--- src/rtl/cpu_coherence_ctrl_if.sv ---
// CPU-side request/response and shared-bus signals of the MSI coherence
// controller. The controller connects through the master modport; the CPU
// model and bus arbiter/memory connect through the slave modport.
interface cpu_coherence_ctrl_if #(
  parameter int INDEX_W = 2,
  parameter int TAG_W   = 4
);
  // CPU request channel
  logic               cpu_req;
  logic               cpu_rw;
  logic [INDEX_W-1:0] cpu_index;
  logic [TAG_W-1:0]   cpu_tag;
  logic               cpu_ready;

  // Shared bus channel
  logic                     bus_req;
  logic                     bus_grant;
  logic                     bus_done;
  logic [1:0]               acao;
  logic [TAG_W+INDEX_W-1:0] bus_addr;
  logic                     writeback;

  // State updates coming from this cache's own snoop controller
  logic               snoop_valid;
  logic [INDEX_W-1:0] snoop_index;
  logic [1:0]         snoop_state;

  modport master (
    input  cpu_req, cpu_rw, cpu_index, cpu_tag,
    input  bus_grant, bus_done,
    input  snoop_valid, snoop_index, snoop_state,
    output cpu_ready, bus_req, acao, bus_addr, writeback
  );

  modport slave (
    output cpu_req, cpu_rw, cpu_index, cpu_tag,
    output bus_grant, bus_done,
    output snoop_valid, snoop_index, snoop_state,
    input  cpu_ready, bus_req, acao, bus_addr, writeback
  );
endinterface

--- src/rtl/cpu_coherence_ctrl.sv ---
// Processor-side MSI coherence controller for a small direct-mapped cache.
// Keeps per-line state and tag, classifies CPU accesses as hit or miss,
// issues bus actions (read miss / invalidate / write miss), performs victim
// writeback of exclusive lines and accepts updates from the snoop side.
// Line state: 00 invalid, 01 shared, 10 exclusive.
module cpu_coherence_ctrl #(
  parameter int INDEX_W = 2,
  parameter int TAG_W   = 4
) (
  input logic                  clock,
  input logic                  reset_n,
  cpu_coherence_ctrl_if.master io
);

  localparam int LINES = 2 ** INDEX_W;

  localparam logic [1:0] ST_INV = 2'b00;
  localparam logic [1:0] ST_SHR = 2'b01;
  localparam logic [1:0] ST_EXC = 2'b10;

  localparam logic [1:0] ACT_READ_MISS  = 2'b00;
  localparam logic [1:0] ACT_INVALIDATE = 2'b01;
  localparam logic [1:0] ACT_WRITE_MISS = 2'b10;
  localparam logic [1:0] ACT_NULL       = 2'b11;

  typedef enum logic [2:0] {
    IDLE,
    LOOKUP,
    WB_REQ,
    WB_WAIT,
    BUS_REQ,
    BUS_WAIT,
    DONE
  } ctrlState_e;

  ctrlState_e state_q, state_d;

  // Per-line coherence state and tag
  logic [1:0]       lineState_q [LINES];
  logic [TAG_W-1:0] lineTag_q   [LINES];

  // Latched CPU request and its classification
  logic               reqRw_q;
  logic [INDEX_W-1:0] reqIndex_q;
  logic [TAG_W-1:0]   reqTag_q;
  logic [1:0]         action_q, action_d;
  logic               reqMiss_q, reqMiss_d;

  // Line-array update requests from the FSM
  logic       victimClear;
  logic       commitLine;
  logic [1:0] commitState;

  logic [1:0] curState;
  logic       hit;
  logic       snoopInvalidatesReq;

  assign curState = lineState_q[reqIndex_q];
  assign hit      = (curState != ST_INV) && (lineTag_q[reqIndex_q] == reqTag_q);

  // A snoop invalidating the line we are trying to upgrade means our copy is
  // gone, so the pending invalidate has to become a full write miss.
  assign snoopInvalidatesReq = io.snoop_valid && (io.snoop_index == reqIndex_q) &&
                               (io.snoop_state == ST_INV);

  // FSM state register plus the latched request, action and hit/miss flag
  always_ff @(posedge clock or negedge reset_n) begin
    if (!reset_n) begin
      state_q    <= IDLE;
      reqRw_q    <= 1'b0;
      reqIndex_q <= '0;
      reqTag_q   <= '0;
      action_q   <= ACT_NULL;
      reqMiss_q  <= 1'b0;
    end else begin
      state_q   <= state_d;
      action_q  <= action_d;
      reqMiss_q <= reqMiss_d;
      if (state_q == IDLE && io.cpu_req) begin
        reqRw_q    <= io.cpu_rw;
        reqIndex_q <= io.cpu_index;
        reqTag_q   <= io.cpu_tag;
      end
    end
  end

  // Next-state logic, Moore outputs and line-update requests
  always_comb begin
    state_d      = state_q;
    action_d     = action_q;
    reqMiss_d    = reqMiss_q;
    victimClear  = 1'b0;
    commitLine   = 1'b0;
    commitState  = curState;
    io.cpu_ready = 1'b0;
    io.bus_req   = 1'b0;
    io.writeback = 1'b0;
    io.acao      = ACT_NULL;
    io.bus_addr  = '0;

    unique case (state_q)
      IDLE: begin
        if (io.cpu_req) state_d = LOOKUP;
      end

      LOOKUP: begin
        reqMiss_d = !hit;
        if (hit) begin
          if (!reqRw_q || curState == ST_EXC) begin
            state_d = DONE;
          end else begin
            action_d = ACT_INVALIDATE;
            state_d  = BUS_REQ;
          end
        end else begin
          action_d = reqRw_q ? ACT_WRITE_MISS : ACT_READ_MISS;
          state_d  = (curState == ST_EXC) ? WB_REQ : BUS_REQ;
        end
      end

      WB_REQ: begin
        io.bus_req   = 1'b1;
        io.writeback = 1'b1;
        io.bus_addr  = {lineTag_q[reqIndex_q], reqIndex_q};
        if (io.bus_grant) state_d = WB_WAIT;
      end

      WB_WAIT: begin
        if (io.bus_done) begin
          victimClear = 1'b1;
          state_d     = BUS_REQ;
        end
      end

      BUS_REQ: begin
        io.bus_req  = 1'b1;
        io.acao     = action_q;
        io.bus_addr = {reqTag_q, reqIndex_q};
        if (io.bus_grant) begin
          state_d = (action_q == ACT_INVALIDATE) ? DONE : BUS_WAIT;
        end else if (action_q == ACT_INVALIDATE &&
                     (snoopInvalidatesReq || curState == ST_INV)) begin
          action_d  = ACT_WRITE_MISS;
          reqMiss_d = 1'b1;
        end
      end

      BUS_WAIT: begin
        if (io.bus_done) state_d = DONE;
      end

      DONE: begin
        io.cpu_ready = 1'b1;
        state_d      = IDLE;
        if (reqRw_q) begin
          commitLine  = 1'b1;
          commitState = ST_EXC;
        end else if (reqMiss_q) begin
          commitLine  = 1'b1;
          commitState = ST_SHR;
        end
      end

      default: state_d = IDLE;
    endcase
  end

  // Line state/tag array; controller updates are ordered after snoop
  // updates so the controller wins on a same-index collision
  always_ff @(posedge clock or negedge reset_n) begin
    if (!reset_n) begin
      for (int i = 0; i < LINES; i++) begin
        lineState_q[i] <= ST_INV;
        lineTag_q[i]   <= '0;
      end
    end else begin
      if (io.snoop_valid) lineState_q[io.snoop_index] <= io.snoop_state;
      if (victimClear) lineState_q[reqIndex_q] <= ST_INV;
      if (commitLine) begin
        lineState_q[reqIndex_q] <= commitState;
        lineTag_q[reqIndex_q]   <= reqTag_q;
      end
    end
  end

endmodule

--- src/flat_wrapper.sv ---
// flat-port wrapper written by rule: the top's interface ports become plain ports
module cpu_coherence_ctrl_flat 
#(
  parameter int INDEX_W = 2,
  parameter int TAG_W   = 4
)
  (clock, reset_n, io_cpu_req, io_cpu_rw, io_cpu_index, io_cpu_tag, io_bus_grant, io_bus_done, io_snoop_valid, io_snoop_index, io_snoop_state, io_cpu_ready, io_bus_req, io_acao, io_bus_addr, io_writeback);
  cpu_coherence_ctrl_if #(.INDEX_W(INDEX_W), .TAG_W(TAG_W)) io_i ();
  input logic clock;
  input logic reset_n;
  input wire logic [$bits(io_i.cpu_req)-1:0] io_cpu_req;
  input wire logic [$bits(io_i.cpu_rw)-1:0] io_cpu_rw;
  input wire logic [$bits(io_i.cpu_index)-1:0] io_cpu_index;
  input wire logic [$bits(io_i.cpu_tag)-1:0] io_cpu_tag;
  input wire logic [$bits(io_i.bus_grant)-1:0] io_bus_grant;
  input wire logic [$bits(io_i.bus_done)-1:0] io_bus_done;
  input wire logic [$bits(io_i.snoop_valid)-1:0] io_snoop_valid;
  input wire logic [$bits(io_i.snoop_index)-1:0] io_snoop_index;
  input wire logic [$bits(io_i.snoop_state)-1:0] io_snoop_state;
  output wire logic [$bits(io_i.cpu_ready)-1:0] io_cpu_ready;
  output wire logic [$bits(io_i.bus_req)-1:0] io_bus_req;
  output wire logic [$bits(io_i.acao)-1:0] io_acao;
  output wire logic [$bits(io_i.bus_addr)-1:0] io_bus_addr;
  output wire logic [$bits(io_i.writeback)-1:0] io_writeback;
  assign io_i.cpu_req = io_cpu_req;
  assign io_i.cpu_rw = io_cpu_rw;
  assign io_i.cpu_index = io_cpu_index;
  assign io_i.cpu_tag = io_cpu_tag;
  assign io_i.bus_grant = io_bus_grant;
  assign io_i.bus_done = io_bus_done;
  assign io_i.snoop_valid = io_snoop_valid;
  assign io_i.snoop_index = io_snoop_index;
  assign io_i.snoop_state = io_snoop_state;
  assign io_cpu_ready = io_i.cpu_ready;
  assign io_bus_req = io_i.bus_req;
  assign io_acao = io_i.acao;
  assign io_bus_addr = io_i.bus_addr;
  assign io_writeback = io_i.writeback;
  cpu_coherence_ctrl #(.INDEX_W(INDEX_W), .TAG_W(TAG_W)) u_core (.clock(clock), .reset_n(reset_n), .io(io_i));
endmodule
--- config.mk ---
export PLATFORM = sky130hd
export DESIGN_NAME = cpu_coherence_ctrl_flat
export DESIGN_NICKNAME = d
export VERILOG_FILES = /design/src/rtl/cpu_coherence_ctrl_if.sv /design/src/rtl/cpu_coherence_ctrl.sv /design/src/flat_wrapper.sv
export SDC_FILE = /design/constraint.sdc
export NUM_CORES = 1
export LEC_CHECK = 0
export CORE_UTILIZATION = 40
export DETAILED_ROUTE_END_ITERATION = 10
export SLEW_MARGIN = 20
export SYNTH_ARGS = -nofsm -noshare
export SYNTH_HDL_FRONTEND = slang
export SYNTH_SLANG_ARGS = --single-unit
export TNS_END_PERCENT = 100
--- constraint.sdc ---
create_clock -name clock -period 2.7 [get_ports clock]
set_clock_uncertainty 0.15 [all_clocks]
set_input_delay 0.54 -clock clock [delete_from_list [all_inputs] [get_ports clock]]
set_output_delay 0.54 -clock clock [all_outputs]
set_load 0.005 [all_outputs]
==> results of run 1 <==
## per-stage QoR
stage	setup TNS [ps]	hold WS [ps]	instance area (sq um)	setup WS (ps)
after floorplan	0	94.41	2100	355.3
after global placement	0	334.6	2462	175.6
after detailed placement	0	340.9	2462	134.7
after CTS	0	356.9	2585	14.51
after global routing	-6.036	378.7	2619	-4.039
final	0	359.4	2619	85.34
## worst max-delay path, stage by stage, from the launching register on
cell and delay, ps:
dfrtp_2 450, mux4_2 540, a22oi_1 150, nor2_1 60, clkdlybuf4s50_1 440
## worst max-delay path by stage
stage                               from            endpoint  depth (start not counted)
floorplan           u_core.reqIndex_q[0]  u_core.action_q[1]                          7
global placement          io_snoop_valid  u_core.action_q[1]                          6
detailed placement        io_snoop_valid  u_core.action_q[1]                          6
CTS                 u_core.reqIndex_q[0]      io_bus_addr[2]                          4
global route        u_core.reqIndex_q[0]      io_bus_addr[4]                          4
finish              u_core.reqIndex_q[0]      io_bus_addr[4]                          4
## flip-flops by register name, indices dropped and copies added (netlist names)
signal and count:
u_core.action_q 2, u_core.reqIndex_q 2, u_core.reqMiss_q 1, u_core.state_q 3, u_core.lineState_q 8, u_core.lineTag_q 16
u_core.reqTag_q 4, u_core.reqRw_q 1
## repair_timing
| item | in CTS | in global routing |
|---|---|---|
| resized for setup | 3 | 4 |
| endpoints found under the hold margin | 0 | 0 |
| setup buffers | 0 | 3 |
| endpoints found under the setup margin | 5 | 7 |
## cell families (layout without fill, tap and decap cells)
| family | after synthesis | in the layout |
|---|---|---|
| XOR/XNOR | 6 | 6 |
| multiplexers | 38 | 38 |
| flip-flops | 37 | 37 |
| buffers and inverters | 17 | 52 |
| AND/OR/NAND/NOR | 56 | 56 |
| AO/OA/AOI/OAI | 34 | 34 |
## power breakdown
group / leakage (nW) / internal, mW / switching (mW)
Clock: 0.0585 / 0.301 / 0.177
Combinational: 0.614 / 0.848 / 0.694
Sequential: 0.440 / 0.827 / 0.268
## layout by cell type (no fill, tap or decap), types with 3 or more instances in the layout
cell type and count:
xor2_1 5, o22ai_1 6, a22oi_1 3, inv_1 5, nand2_1 8, clkbuf_8 6
nor2_1 22, dfrtp_1 33, mux2_2 23, nor3_1 3, mux4_2 6, o21ai_0 5
clkdlybuf4s50_1 25, buf_4 12, nand2b_1 4, mux2i_1 9
## final cells by class
| class | instances | area [sq um] | share of cell area [%] |
|---|---|---|---|
| Sequential cell | 37 | 930.9 | 35.55 |
| Timing Repair Buffer | 39 | 365.4 | 13.95 |
| Multi-Input combinational cell | 134 | 1100 | 42.00 |
| Clock buffer | 7 | 86.33 | 3.297 |
| Inverter | 5 | 18.77 | 0.7167 |
| Tap cell | 70 | 87.58 | 3.344 |
| Clock inverter | 1 | 30.03 | 1.147 |
## metal layers
metal	vias up	global-route usage, %
li1	756	-
met1	765	26.06
met2	36	31.33
met3	7	3.388
met4	0	6.080
met5	-	0
==> metrics.sh, run 1 <==
GRT_ANTENNA_BEFORE_REPAIR=0
SYNTH_COMPOUND_GATE_AREA_SHARE_PCT=11.92
POSTROUTEWIRELENGTH_MICRONS=4716
LIBRARY_CELLS_USED_BY_SYNTHESIS=45
WORSTHOLDPATHTYPE='flip-flop to flip-flop'
SYN2LAYOUT_AREA_GROWTH_PCT=24.73
SYNTH_FA_HA_AREA_SHARE_PCT=0
GRT_FIRST_PASS_WIRELENGTH_MICRONS=7914
CRIT_FANOUT=5
IO_BUFFERS=27
TIGHTEST_SLEW_PS=458.1
CLOCK_TREE.HTREE_LEVEL_COUNT=2
POWER_LEAKAGE_nW=1.112
TRITONCTS_NUM_SINKS=37
DRC=0
COREAREA_SQ_MM=0.005075
FINAL-MAX-SLEW-VIOLATION-COUNT=0
DRIVE_ABOVE_1_SHARE_PCT=27.35
WL_MET2_MICRONS=2308
FINALHOLDVIOLATIONS=0
POSTSYNTHCELLCOUNT=188
SYNTHARSTFLOPSHARE_PCT=100.0
R2R-START='u_core.reqIndex_q[0]'
CORE.ROWCOUNT=26
GRT_START_MAX_NET_PINS=38
RELATIVE_SLEW_SLACK_PCT=69.46
RUN_STATUS='finished, final reports clean'
DIEAREA_SQ_MM=0.005543
IOS=28
POST-SYNTH-TOP-AREA-FRACTION_PCT=41.72
HPWLAFTERDP_MICRONS=3501
ANT_NETS=0
CTS.ROOT.BUFFER_CELL='clkbuf_8'
POST-ROUTE-MIN-PERIOD_PS=2615
SYN_NETS=205
DRT_ITER0_DRC=104
FMAX_GHz=0.3825
R2R_END='u_core.state_q[1]'
AVGROUTEDWIREPERCELL_MICRONS=16.10
POSTCTSHOLDBUFS=0
IR_DROP_mV=0.5445
YS.FLOP_TYPE='dfrtp_1'
CRITPATHLAUNCHTYPE='flip-flop'
LAYOUT.CELLS.NON_FILLER=293
GRT_PASS1_VIAS=1626
SYNTH_SIMPLE_GATE_AREA_SHARE_PCT=14.42
AVGVIACOUNTPERCELL=5.338
GLOBAL_ROUTE.OVERFLOW_TOTAL=0
INSERTION_DELAY_PS=280
WORST-R2R-CELL-COUNT=6
CAP_VIOL_MAX_COUNT=0
DRTPASS1ITERATIONS=4
POST-ROUTE-PERIOD-UTIL_PCT=96.84
PLACED_CELLS_INCL_TAPS=282
LAYOUT.CORE_UTILIZATION_PCT=51.60
FILL_CELL_INSTANCE_COUNT_OF_THE_FINAL_LAYOUT=475
FINALPOWER_mW=3.115
R2R_SLACK_PS=220
ROUTE.VIAS.TOTAL=1564
HOLD_PATH_STARTPOINT='u_core.lineTag_q[3]'
ROUTED-WL-MET3_MICRONS=180
GLOBALPLACE.CONGESTION=0.8867
POST_SYNTH_XOR_AREA_FRACTION_PCT=2.503
CHIPHEIGHT_MICRONS=74.45
SYNTH_TOP_CELLS_BY_AREA='dfrtp_1 42%, mux2_2 12%, mux4_2 6.4%'
SYNTH_TOP_FAMILY_BY_AREA='multiplexers'
CELLPOWERDENSITY_mW_PER_MM2=1189
WORSTSETUPENDPOINTTYPE='output pin'
SYNTHMOSTINSTANTIATEDCELL='dfrtp_1'
YOSYS-MUX-AREA-FRACTION_PCT=23.06
ROUTED.TOP_LAYER='met4'
OVERALL_ROUTING_RESOURCE_USAGE_PCT=19.21
TOTAL_OF_ENDPOINTS_WITH_NEGATIVE_SETUP_SLACK_IN_THE_FINAL_REPORT=0
ANTENNA_CELLS=0
WORST_SETUP_HOLD_PATH_CLK_SLEW_PS=70
TRITONCTS='done'
TIMING.HOLD.WORST_PATH_DEPTH=1
DESIGN.FINAL.NETS=239
YOSYS_REGISTER_BITS=37
NUMCTSBUFFERS=5
DIE_W_MICRONS=74.45
POST_SYNTH_INSTANCE_AREA_SQ_MM=0.002100
DETAIL_ROUTE.WIRELENGTH.MET1_MICRONS=2176
REQUIRED_PS=2010
POSTSYNTHAREAPERCELL_SQ_UM=11.17
ENDPOINT_ARRIVAL_TIME_ON_THE_CRITICAL_PATH_PS=1920
TIMING.HOLD.WORST_ENDPOINT='u_core.lineTag_q[3]'
TIMING.SETUP.CRITICAL_PATH_CLASS='flip-flop to output pin'
SYNTH_COMMON_CELLS='35 x dfrtp_1, 23 x mux2_2, 23 x nor2_1, 9 x mux2i_1'
CLOCK_PATH_BUFFERS=2
YOSYSSEQAREASHARE_PCT=44.22
SYNTH-EDFF-COUNT=0
YOSYSTOPAREACELL='dfrtp_1'
EFFECTIVE_UTILIZATION_AT_FLOORPLAN_PCT=41.37
YOSYS_WARNINGS=0
(Power assumes the default switching activity.)
==> inputs of run 2 (changes only) <==
Settings changed: CAP_MARGIN set to 10.
==> results of run 2 <==
The final DEF is identical to that of run 1; final timing and power are the same.
==> inputs of run 3 (changes only) <==
Settings changed: CTS_CLUSTER_DIAMETER set to 150.
Clock period 2.7 ns to 2.24 ns, I/O delays scaled along.
==> run 3 against run 2 <==
Net effect:
- the run now ends with setup timing left
- register-to-register slack got worse by 420 ps
- die area did not move
- global-route usage rose by 2.1 points
- utilization rose by 5.2 points
- hold slack got worse by 4.4 ps
- combinational power rose by 49%
- sequential cell count did not move
- setup slack got worse by 300 ps
- first-iteration DRC count rose by 30%
- clock power rose by 44%
- sequential power rose by 19%
- largest power group unchanged
==> metrics.sh, run 3 (synthesized netlist as in run 1, its figures left out) <==
LARGEST_REGISTER='u_core.lineTag_q'
TIMING.HOLD.WORST_PATH_DEPTH=1
DRC=0
TIGHTEST_SLEW_PS=475.7
LARGESTREGISTERS='u_core.lineTag_q (16), u_core.lineState_q (8), u_core.reqTag_q (4)'
R2R_END='u_core.action_q[1]'
GRT_PASS1_VIAS=1770
MAX_REG_FLOPS=16
COMBPWRFRAC_PCT=53.4
GRT_FIRST_PASS_WIRELENGTH_MICRONS=8604
FMAX_GHz=0.4071
WORST_SETUP_HOLD_PATH_CLK_SLEW_PS=80
CORE.ROWCOUNT=26
CLOCK_PATH_BUFFERS=2
TRITONCTS_NUM_SINKS=37
SEQCELLAREA_SQ_UM=930.9
FINAL_CRITICAL_PATH_SETUP_SLACK_PS=-216.1
FILL_CELL_INSTANCE_COUNT_OF_THE_FINAL_LAYOUT=429
DRTPASS1ITERATIONS=4
FINAL-MAX-SLEW-VIOLATION-COUNT=0
TRITONCTS='done'
CRIT_FANOUT=4
SYN2LAYOUT_AREA_GROWTH_PCT=37.31
GLOBAL_ROUTE.OVERFLOW_TOTAL=0
AVGROUTEDWIREPERCELL_MICRONS=16.21
ROUTE.VIAS.TOTAL=1713
CTS.ROOT.BUFFER_CELL='clkbuf_8'
LAYOUT.CORE_UTILIZATION_PCT=56.80
GLOBALROUTE.BUSIESTLAYER='met2'
DRT_ITER0_DRC=135
DIEAREA_SQ_MM=0.005543
POWER_LEAKAGE_nW=1.288
DESIGN.FINAL.NETS=268
CLOCKPOWERSHARE_PCT=16.0
NUMCTSBUFFERS=5
R2R-START='u_core.reqIndex_q[0]'
EFFECTIVE_UTILIZATION_AT_FLOORPLAN_PCT=41.37
WORSTSETUPENDPOINTTYPE='output pin'
WORSTHOLDPATHTYPE='flip-flop to flip-flop'
IR_DROP_mV=0.7871
TOTAL_OF_ENDPOINTS_WITH_NEGATIVE_SETUP_SLACK_IN_THE_FINAL_REPORT=8
P_SW_mW=1.546
GRT.MET1_USAGE_PCT=26.79
RUN_STATUS='finished with violations'
FIN_AREA_SQ_MM=0.002883
INSERTION_DELAY_PS=290
FINALPOWER_mW=4.282
GRT_ANTENNA_BEFORE_REPAIR=0
HPWLAFTERDP_MICRONS=3752
MET2_USAGE_PCT=35.84
CAP_VIOL_MAX_COUNT=0
GRT_START_MAX_NET_PINS=38
POWER.SHARE.SWITCHING_PCT=36.11
COMMONEST_NON_FILL_NON_TAP_CELL_IN_THE_LAYOUT='buf_4'
CELLPOWERDENSITY_mW_PER_MM2=1485
MULTI_INPUT_COMB_AREA_SQ_MM=0.001142
WORST-R2R-CELL-COUNT=7
GRT_UTIL_MET3_PCT=3.523
TIMING.HOLD.WORST_ENDPOINT='u_core.lineTag_q[14]'
ENDPOINT_ARRIVAL_TIME_ON_THE_CRITICAL_PATH_PS=1860
LAYOUT.CELLS.MOST_COMMON_LIST='38 x buf_4, 33 x dfrtp_1, 23 x mux2_2, 22 x nor2_1, 17 x clkdlybuf4s50_1'
ANT_NETS=0
REQUIRED_PS=1640
POSTROUTEWIRELENGTH_MICRONS=5220
OVERALL_ROUTING_RESOURCE_USAGE_PCT=21.28
DIE_W_MICRONS=74.45
HOLD_PATH_STARTPOINT='u_core.lineTag_q[14]'
IOS=28
CELLINTERNALPOWER_mW=2.736
TIMING.SETUP.CRITICAL_PATH_CLASS='flip-flop to output pin'
DRIVE_ABOVE_1_SHARE_PCT=40.87
POST-ROUTE-PERIOD-UTIL_PCT=109.6
VIOLATIONS='setup timing'
FINALHOLDVIOLATIONS=0
AVGVIACOUNTPERCELL=5.320
CHIPHEIGHT_MICRONS=74.45
GLOBALPLACE.CONGESTION=0.8228
IO_BUFFERS=27
R2R_SLACK_PS=-200
COREAREA_SQ_MM=0.005075
RELATIVE_SLEW_SLACK_PCT=68.28
SHARE_SEQ_OF_TOTAL_POWER_PCT=30.5
DPL_CELL_AREA_SQ_MM=0.002620
ANTENNA_CELLS=0
POST-ROUTE-MIN-PERIOD_PS=2456
CLOCK_TREE.HTREE_LEVEL_COUNT=2
GRT_SETUP_UNREPAIRED='yes'
CRITPATHLAUNCHTYPE='flip-flop'
==> run 3: cell types whose count changed in the layout (fill, tap and decap cells not counted), moves of 2 or more <==
cell             delta
buf_6               +3
buf_4              +26
clkbuf_2            +2
clkdlybuf4s50_1     -8
buf_2               +2
a22oi_2             +2
dlygate4sd2_1       +4
a22oi_1             -2
==> run 3: area by class of cell <==
cell class	count	area share [%]
inverter	5	0.7378
clock inverter	3	2.257
sequential	37	32.29
clock buffer	5	2.387
multi-input combinational	134	39.63
tap	70	3.038
timing repair buffer	68	19.66
==> run 3: critical path, cell delays in order (launching register included) <==
cell	delay, ps
dfrtp_2	420
buf_6	120
mux4_2	530
a22oi_1	250
nor2_1	110
buf_2	140
==> run 3: power by group through the flow <==
stage | Sequential, mW | Clock (mW) | Combinational [mW]
2_1_floorplan | 1.14 | 0 | 1.43
3_3_place_gp | 1.29 | 0 | 1.99
3_5_place_dp | 1.30 | 0 | 2.04
4_1_cts | 1.29 | 0.694 | 2.23
5_1_grt | 1.35 | 0.725 | 2.49
6_report | 1.31 | 0.687 | 2.29
==> run 3: per-layer routing <==
layer | wire length, microns | share of wire [%]
met4 | 138 | 2.6
met2 | 2599 | 50
met1 | 2289 | 44
met5 | 0 | 0
met3 | 193 | 3.7
==> run 3: worst max-delay path by stage <==
| stage | to | depth (start not counted) | slack [ps] | startpoint |
|---|---|---|---|---|
| floorplan | u_core.action_q[1] | 7 | -80 | u_core.reqIndex_q[0] |
| global placement | u_core.action_q[1] | 6 | -190 | io_snoop_valid |
| detailed placement | u_core.action_q[1] | 6 | -240 | io_snoop_valid |
| CTS | u_core.action_q[1] | 7 | -190 | u_core.reqIndex_q[0] |
| global route | u_core.action_q[1] | 7 | -280 | u_core.reqIndex_q[0] |
| finish | io_bus_addr[4] | 5 | -220 | u_core.reqIndex_q[0] |
==> run 3: through the flow <==
stage	TNS [ps]	hold WS, ps	cells	setup slack (ps)
finish	-991.5	355.0	322	-216.1
global route	-1591	370.1	322	-283.3
CTS	-1116	360.2	321	-185.5
detailed placement	-933.5	344.6	303	-241.8
global placement	-661.5	345.2	303	-186.7
floorplan	-177.3	2.409	188	-83.58
==> run 3: what timing repair did <==
action                                 4_1_cts  5_1_grt
pin swaps                                    6        3
hold buffers                                 0        0
setup endpoints to repair                   16       15
endpoints found under the hold margin        0        0
resized for setup                           28       12
buffers inserted                            10        1
